File: src/rtl/phy_rx_deser_n.sv
// N-lane serial receiver: per-lane comma search, word alignment and W-bit word output with lock indicator.
// Word appears W+1 clk_8f edges after its first bit; no backpressure, each output word is held for W cycles.
module phy_rx_deser_n #(
  parameter int           N_LANES  = 2,
  parameter int           W        = 8,
  parameter logic [W-1:0] COMMA    = 8'hBC,
  parameter int           LOCK_CNT = 4
) (
  input  logic                 clk_8f,
  input  logic                 reset_L,
  input  logic                 enable,
  input  logic [N_LANES-1:0]   in,
  output logic [N_LANES*W-1:0] data_out,
  output logic [N_LANES-1:0]   valid_out,
  output logic [N_LANES-1:0]   active_out
);

  localparam int BCW = (W > 1) ? $clog2(W) : 1;
  localparam int CCW = $clog2(LOCK_CNT + 1);
  localparam logic [BCW-1:0] BIT_LAST = BCW'(W - 1);
  localparam logic [CCW-1:0] LOCK_VAL = CCW'(LOCK_CNT);

  typedef enum logic [1:0] {
    S_SEARCH,
    S_ALIGN,
    S_LOCKED
  } state_t;

  for (genvar i = 0; i < N_LANES; i++) begin : g_lane
    state_t         state_q;
    logic [W-1:0]   sr_q;
    logic [W-1:0]   data_q;
    logic [BCW-1:0] bit_cnt_q;
    logic [BCW-1:0] bit_cnt_d;
    logic [CCW-1:0] comma_cnt_q;
    logic [CCW-1:0] comma_cnt_d;
    logic           valid_q;
    logic           active_q;
    logic           is_comma;
    logic           boundary;

    assign is_comma    = (sr_q == COMMA);
    assign boundary    = (bit_cnt_q == '0);
    assign bit_cnt_d   = (bit_cnt_q == BIT_LAST) ? '0 : bit_cnt_q + 1'b1;
    assign comma_cnt_d = comma_cnt_q + 1'b1;

    // The shift register runs unconditionally so search can restart on bits already captured.
    always_ff @(posedge clk_8f or negedge reset_L) begin
      if (!reset_L) begin
        state_q     <= S_SEARCH;
        sr_q        <= '0;
        data_q      <= '0;
        bit_cnt_q   <= '0;
        comma_cnt_q <= '0;
        valid_q     <= 1'b0;
        active_q    <= 1'b0;
      end else begin
        sr_q <= {sr_q[W-2:0], in[i]};
        if (!enable) begin
          state_q     <= S_SEARCH;
          bit_cnt_q   <= '0;
          comma_cnt_q <= '0;
          valid_q     <= 1'b0;
          active_q    <= 1'b0;
        end else begin
          case (state_q)
            S_SEARCH: begin
              if (is_comma) begin
                bit_cnt_q   <= BCW'(1);
                comma_cnt_q <= CCW'(1);
                if (LOCK_CNT == 1) begin
                  state_q  <= S_LOCKED;
                  active_q <= 1'b1;
                end else begin
                  state_q <= S_ALIGN;
                end
              end
            end
            S_ALIGN: begin
              bit_cnt_q <= bit_cnt_d;
              if (boundary) begin
                if (is_comma) begin
                  comma_cnt_q <= comma_cnt_d;
                  if (comma_cnt_d == LOCK_VAL) begin
                    state_q  <= S_LOCKED;
                    active_q <= 1'b1;
                  end
                end else begin
                  state_q     <= S_SEARCH;
                  comma_cnt_q <= '0;
                end
              end
            end
            S_LOCKED: begin
              bit_cnt_q <= bit_cnt_d;
              if (boundary) begin
                if (is_comma) begin
                  valid_q <= 1'b0;
                end else begin
                  data_q  <= sr_q;
                  valid_q <= 1'b1;
                end
              end
            end
            default: begin
              state_q     <= S_SEARCH;
              bit_cnt_q   <= '0;
              comma_cnt_q <= '0;
              valid_q     <= 1'b0;
              active_q    <= 1'b0;
            end
          endcase
        end
      end
    end

    assign data_out[i*W +: W] = data_q;
    assign valid_out[i]       = valid_q;
    assign active_out[i]      = active_q;
  end

endmodule

File: config.mk
export PLATFORM = sky130hd
export DESIGN_NAME = phy_rx_deser_n
export DESIGN_NICKNAME = d
export VERILOG_FILES = /design/src/rtl/phy_rx_deser_n.sv
export SDC_FILE = /design/constraint.sdc
export NUM_CORES = 1
export LEC_CHECK = 0
export CELL_PAD_IN_SITES_DETAIL_PLACEMENT = 0
export CELL_PAD_IN_SITES_GLOBAL_PLACEMENT = 1
export CORE_UTILIZATION = 48
export CTS_BUF_LIST = sky130_fd_sc_hd__clkbuf_4 sky130_fd_sc_hd__clkbuf_8
export DETAILED_ROUTE_END_ITERATION = 8
export GPL_TIMING_DRIVEN = 1
export PLACE_DENSITY_LB_ADDON = 0.1
export SLEW_MARGIN = 20
export SYNTH_ARGS = -nofsm -noshare
export SYNTH_HDL_FRONTEND = slang
export SYNTH_SLANG_ARGS = --single-unit
File: constraint.sdc
create_clock -name clk_8f -period 2.2 [get_ports clk_8f]
set_clock_uncertainty 0.1 [all_clocks]
set_input_delay 0.66 -clock clk_8f [delete_from_list [all_inputs] [get_ports clk_8f]]
set_output_delay 0.66 -clock clk_8f [all_outputs]
set_load 0.01 [all_outputs]
==> out/qor.yml <==
global_route:
  global_route.overflow_total: 0
  grt_antenna_before_repair: 0
  grt_max_degree: 53
  globalRouteTotalUtil: 0.1926
  wire_length_of_the_first_global_routing_pass_mm: 7.969
  grt_pass1_vias: 1663
layout:
  postLayoutCellArea_mm2: 0.003030
  antenna_cells: 0
  layout_commonest_cell: "sky130_fd_sc_hd__dfrtp_1"
  drive_gt1_frac: 0.2324
  design.final.nets: 265
  area_growth_syn_to_layout_pct: 21.83
  layout_common_cells: "sky130_fd_sc_hd__dfrtp_1, sky130_fd_sc_hd__clkdlybuf4s50_1, sky130_fd_sc_hd__ha_1"
placed_design:
  gp_congestion: 0.9335
  place.detailed.hpwl_mm: 3.247
  count_of_buffers_inserted_at_the_top_level_ports: 24
  postPlaceCellArea_mm2: 0.002909
die:
  io-pin-count: 25
  floorplan.rows: 25
  fp.dieW_um: 73.99
  initial_utilization: 0.5130
  die_height_um: 73.99
  core_region_area_mm2: 0.004848
  floorplan.die_area_mm2: 0.005474
yosys:
  synth_xor_area_frac: 0.003521
  syn-num-nets: 224
  synth.area.mux_share: 0.1066
  synth_top_family_by_area: "compound AO/OA/AOI/OAI gates"
  synth-seq-cells: 52
  ys_seq_area_frac: 0.5231
  yosys_warnings: 0
  synth.distinct_cells: 45
  post_synth_instance_area_mm2: 0.002487
  yosys.area_share.adder: 0.1006
  fraction_of_the_mapped_netlist_area_in_compound_gates: 0.1202
  post_synthesis_mean_instance_area_um2: 12.50
  post_synth_and_or_nand_nor_area_fraction: 0.1031
  synthCells: 199
sta:
  max_freq_ghz: 0.4867
  rsz0062_at_grt: "no"
  setup_total_negative_slack_ps: 0
  period_minus_slack_ps: 2055
  final-hold-violation-count: 0
  fin_crit_sh: 0.9340
  tightestPinTransition_ps: 408.0
  timing_max_transition_violations_final: 0
  rel_slew_slack: 0.7251
  timing.final.setup_violations: 0
power_and_ir_drop:
  totalPowerFinal_w: 0.002377
  total_leakage_power_nw: 1.437
  powerDensity_mw_per_mm2: 784.3
  power.ir.vdd_worst_mv: 0.4791
critical_path:
  critPathLaunch: "enable"
  r2r-start: "g_lane[1].state_q[0]"
  critical_path_peak_fanout: 8
  required_ps: 2350
  worstSetupPathType: "input pin to register"
  worstSetupStartpointType: "input pin"
  worstPathArrival_ps: 2200
  critical_path.endpoint_type: "register"
  worst_r2r_path_depth: 6
drt:
  detail_route.iter0.violations: 92
  route.top_layer_used: "met4"
  wl_met1_mm: 2.187
  route.met2.wl_mm: 2.059
  wirelength_mm: 4.470
  first_pass_iters: 4
  vias: 1613
  via_per_instance_ratio: 5.237
  wl_per_cell_um: 14.51
  detail_route.drc_violations: 0
  route.antenna.remaining_nets: 0
  met3_wirelength_um: 168
clocking:
  cts_setup_buffers: 0
  cts.htree.levels: 2
  worstSkewPairLatency_ps: 300
  cts-resized-gates: 0
  cts.clk_slew.worst_paths_ps: 90
  cts-hold-fix-buffers: 0
  clockBufferDepth: 2
  numClockSinks: 52
  cts.root.buffer_cell: "sky130_fd_sc_hd__clkbuf_8"
  cts_made_buffers: 5
  cts_tree: "yes"
run_status:
  outcome: "finished, final reports clean"
job:
  maxCapViolations: 0
worst_hold_path:
  class_of_the_tightest_hold_or_removal_check: "input pin to async pin"
==> per-stage QoR <==
step                utilization  cells  hold slack, ps  setup slack [ps]
finish                   0.6250    308           233.9             145.2
global route             0.6250    308           248.1             11.97
CTS                      0.6250    308           241.8             145.6
detailed placement       0.6000    300           281.7            -169.5
global placement         0.6000    300           268.7            -113.1
floorplan                     -    199           261.4             455.0
==> synthesized netlist by cell type (all sizes together) <==
master	instances	area [µm²]
nor2b	5	31.28
nor2	1	3.750
clkbuf	1	3.750
o22ai	1	6.260
and4b	1	10.01
a21o	4	31.28
inv	15	56.30
nand3b	1	7.510
and4	3	27.53
mux2	20	225.2
nand2b	2	12.51
mux2i	4	40.04
nand2	18	67.56
a32o	1	10.01
or4	1	7.510
o221a	2	22.52
and2	2	12.51
nand3	2	10.01
buf	6	46.29
a2111oi	2	17.52
nor3	1	5.000
a221o	1	10.01
a21boi	2	15.01
ha	20	250.2
a211o	1	8.760
a211oi	3	35.03
and4bb	1	12.51
o41ai	1	8.760
o31ai	3	22.52
a21oi	4	31.28
a221oi	3	26.28
o22a	1	8.760
xor2	1	8.760
dfrtp	52	1301
o21ai	9	45.04
nand4	1	12.51
nor4b	1	23.77
nor4	2	12.51
==> routing by layer <==
layer  vias to the layer above  global-route usage
met5                         -                   0
met4                         0             0.05769
met3                         7             0.04743
met2                        31              0.3020
met1                       788              0.2665
li1                        787                   -
==> critical path: stages <==
cell                              delay [ps]
sky130_fd_sc_hd__clkdlybuf4s50_1         540
sky130_fd_sc_hd__buf_4                   180
sky130_fd_sc_hd__buf_4                   150
sky130_fd_sc_hd__nor2b_1                 230
sky130_fd_sc_hd__nand2_1                 100
sky130_fd_sc_hd__nor4_1                  210
sky130_fd_sc_hd__a21o_1                  120
==> state kept, by name, summed over array words and instances (netlist names) <==
name,flops
g_lane.active_q,2
g_lane.bit_cnt_q,6
g_lane.comma_cnt_q,6
g_lane.data_q,16
g_lane.sr_q,16
g_lane.state_q,4
g_lane.valid_q,2
==> final cells by class <==
type	count	area, µm²
Tap cell	67	83.83
Fill cell	373	1818
Clock inverter	2	38.79
Inverter	15	56.30
Sequential cell	52	1301
Timing Repair Buffer	41	387.9
Multi-Input combinational cell	125	1080
Clock buffer	6	82.58
==> final timing paths <==
check                                               to  slack [ps]
worst max-delay path            g_lane[1].bit_cnt_q[0]         150
worst min-delay path            g_lane[1].bit_cnt_q[0]         230
worst max register to register     g_lane[1].data_q[5]         330
worst min register to register       g_lane[1].sr_q[7]         300
max in group asynchronous            g_lane[1].sr_q[2]        1530
min in group clk_8f                  g_lane[1].sr_q[7]         300
==> power breakdown <==
part | total [W] | switching [W] | internal, W | leakage (nW)
registers | 0.00110 | 0.0000723 | 0.00103 | 0.681
clock network | 0.000686 | 0.000314 | 0.000372 | 0.0614
logic | 0.000589 | 0.000321 | 0.000269 | 0.695
total | 0.00238 | 0.000707 | 0.00167 | 1.44
==> logic make-up after synthesis <==
family | Yosys count
AND/OR/NAND/NOR | 42
XOR/XNOR | 1
buffers and inverters | 22
flip-flops | 52
AO/OA/AOI/OAI | 38
multiplexers | 24
adder cells (fa/ha/maj) | 20
Power figures use the tool's default switching activity.
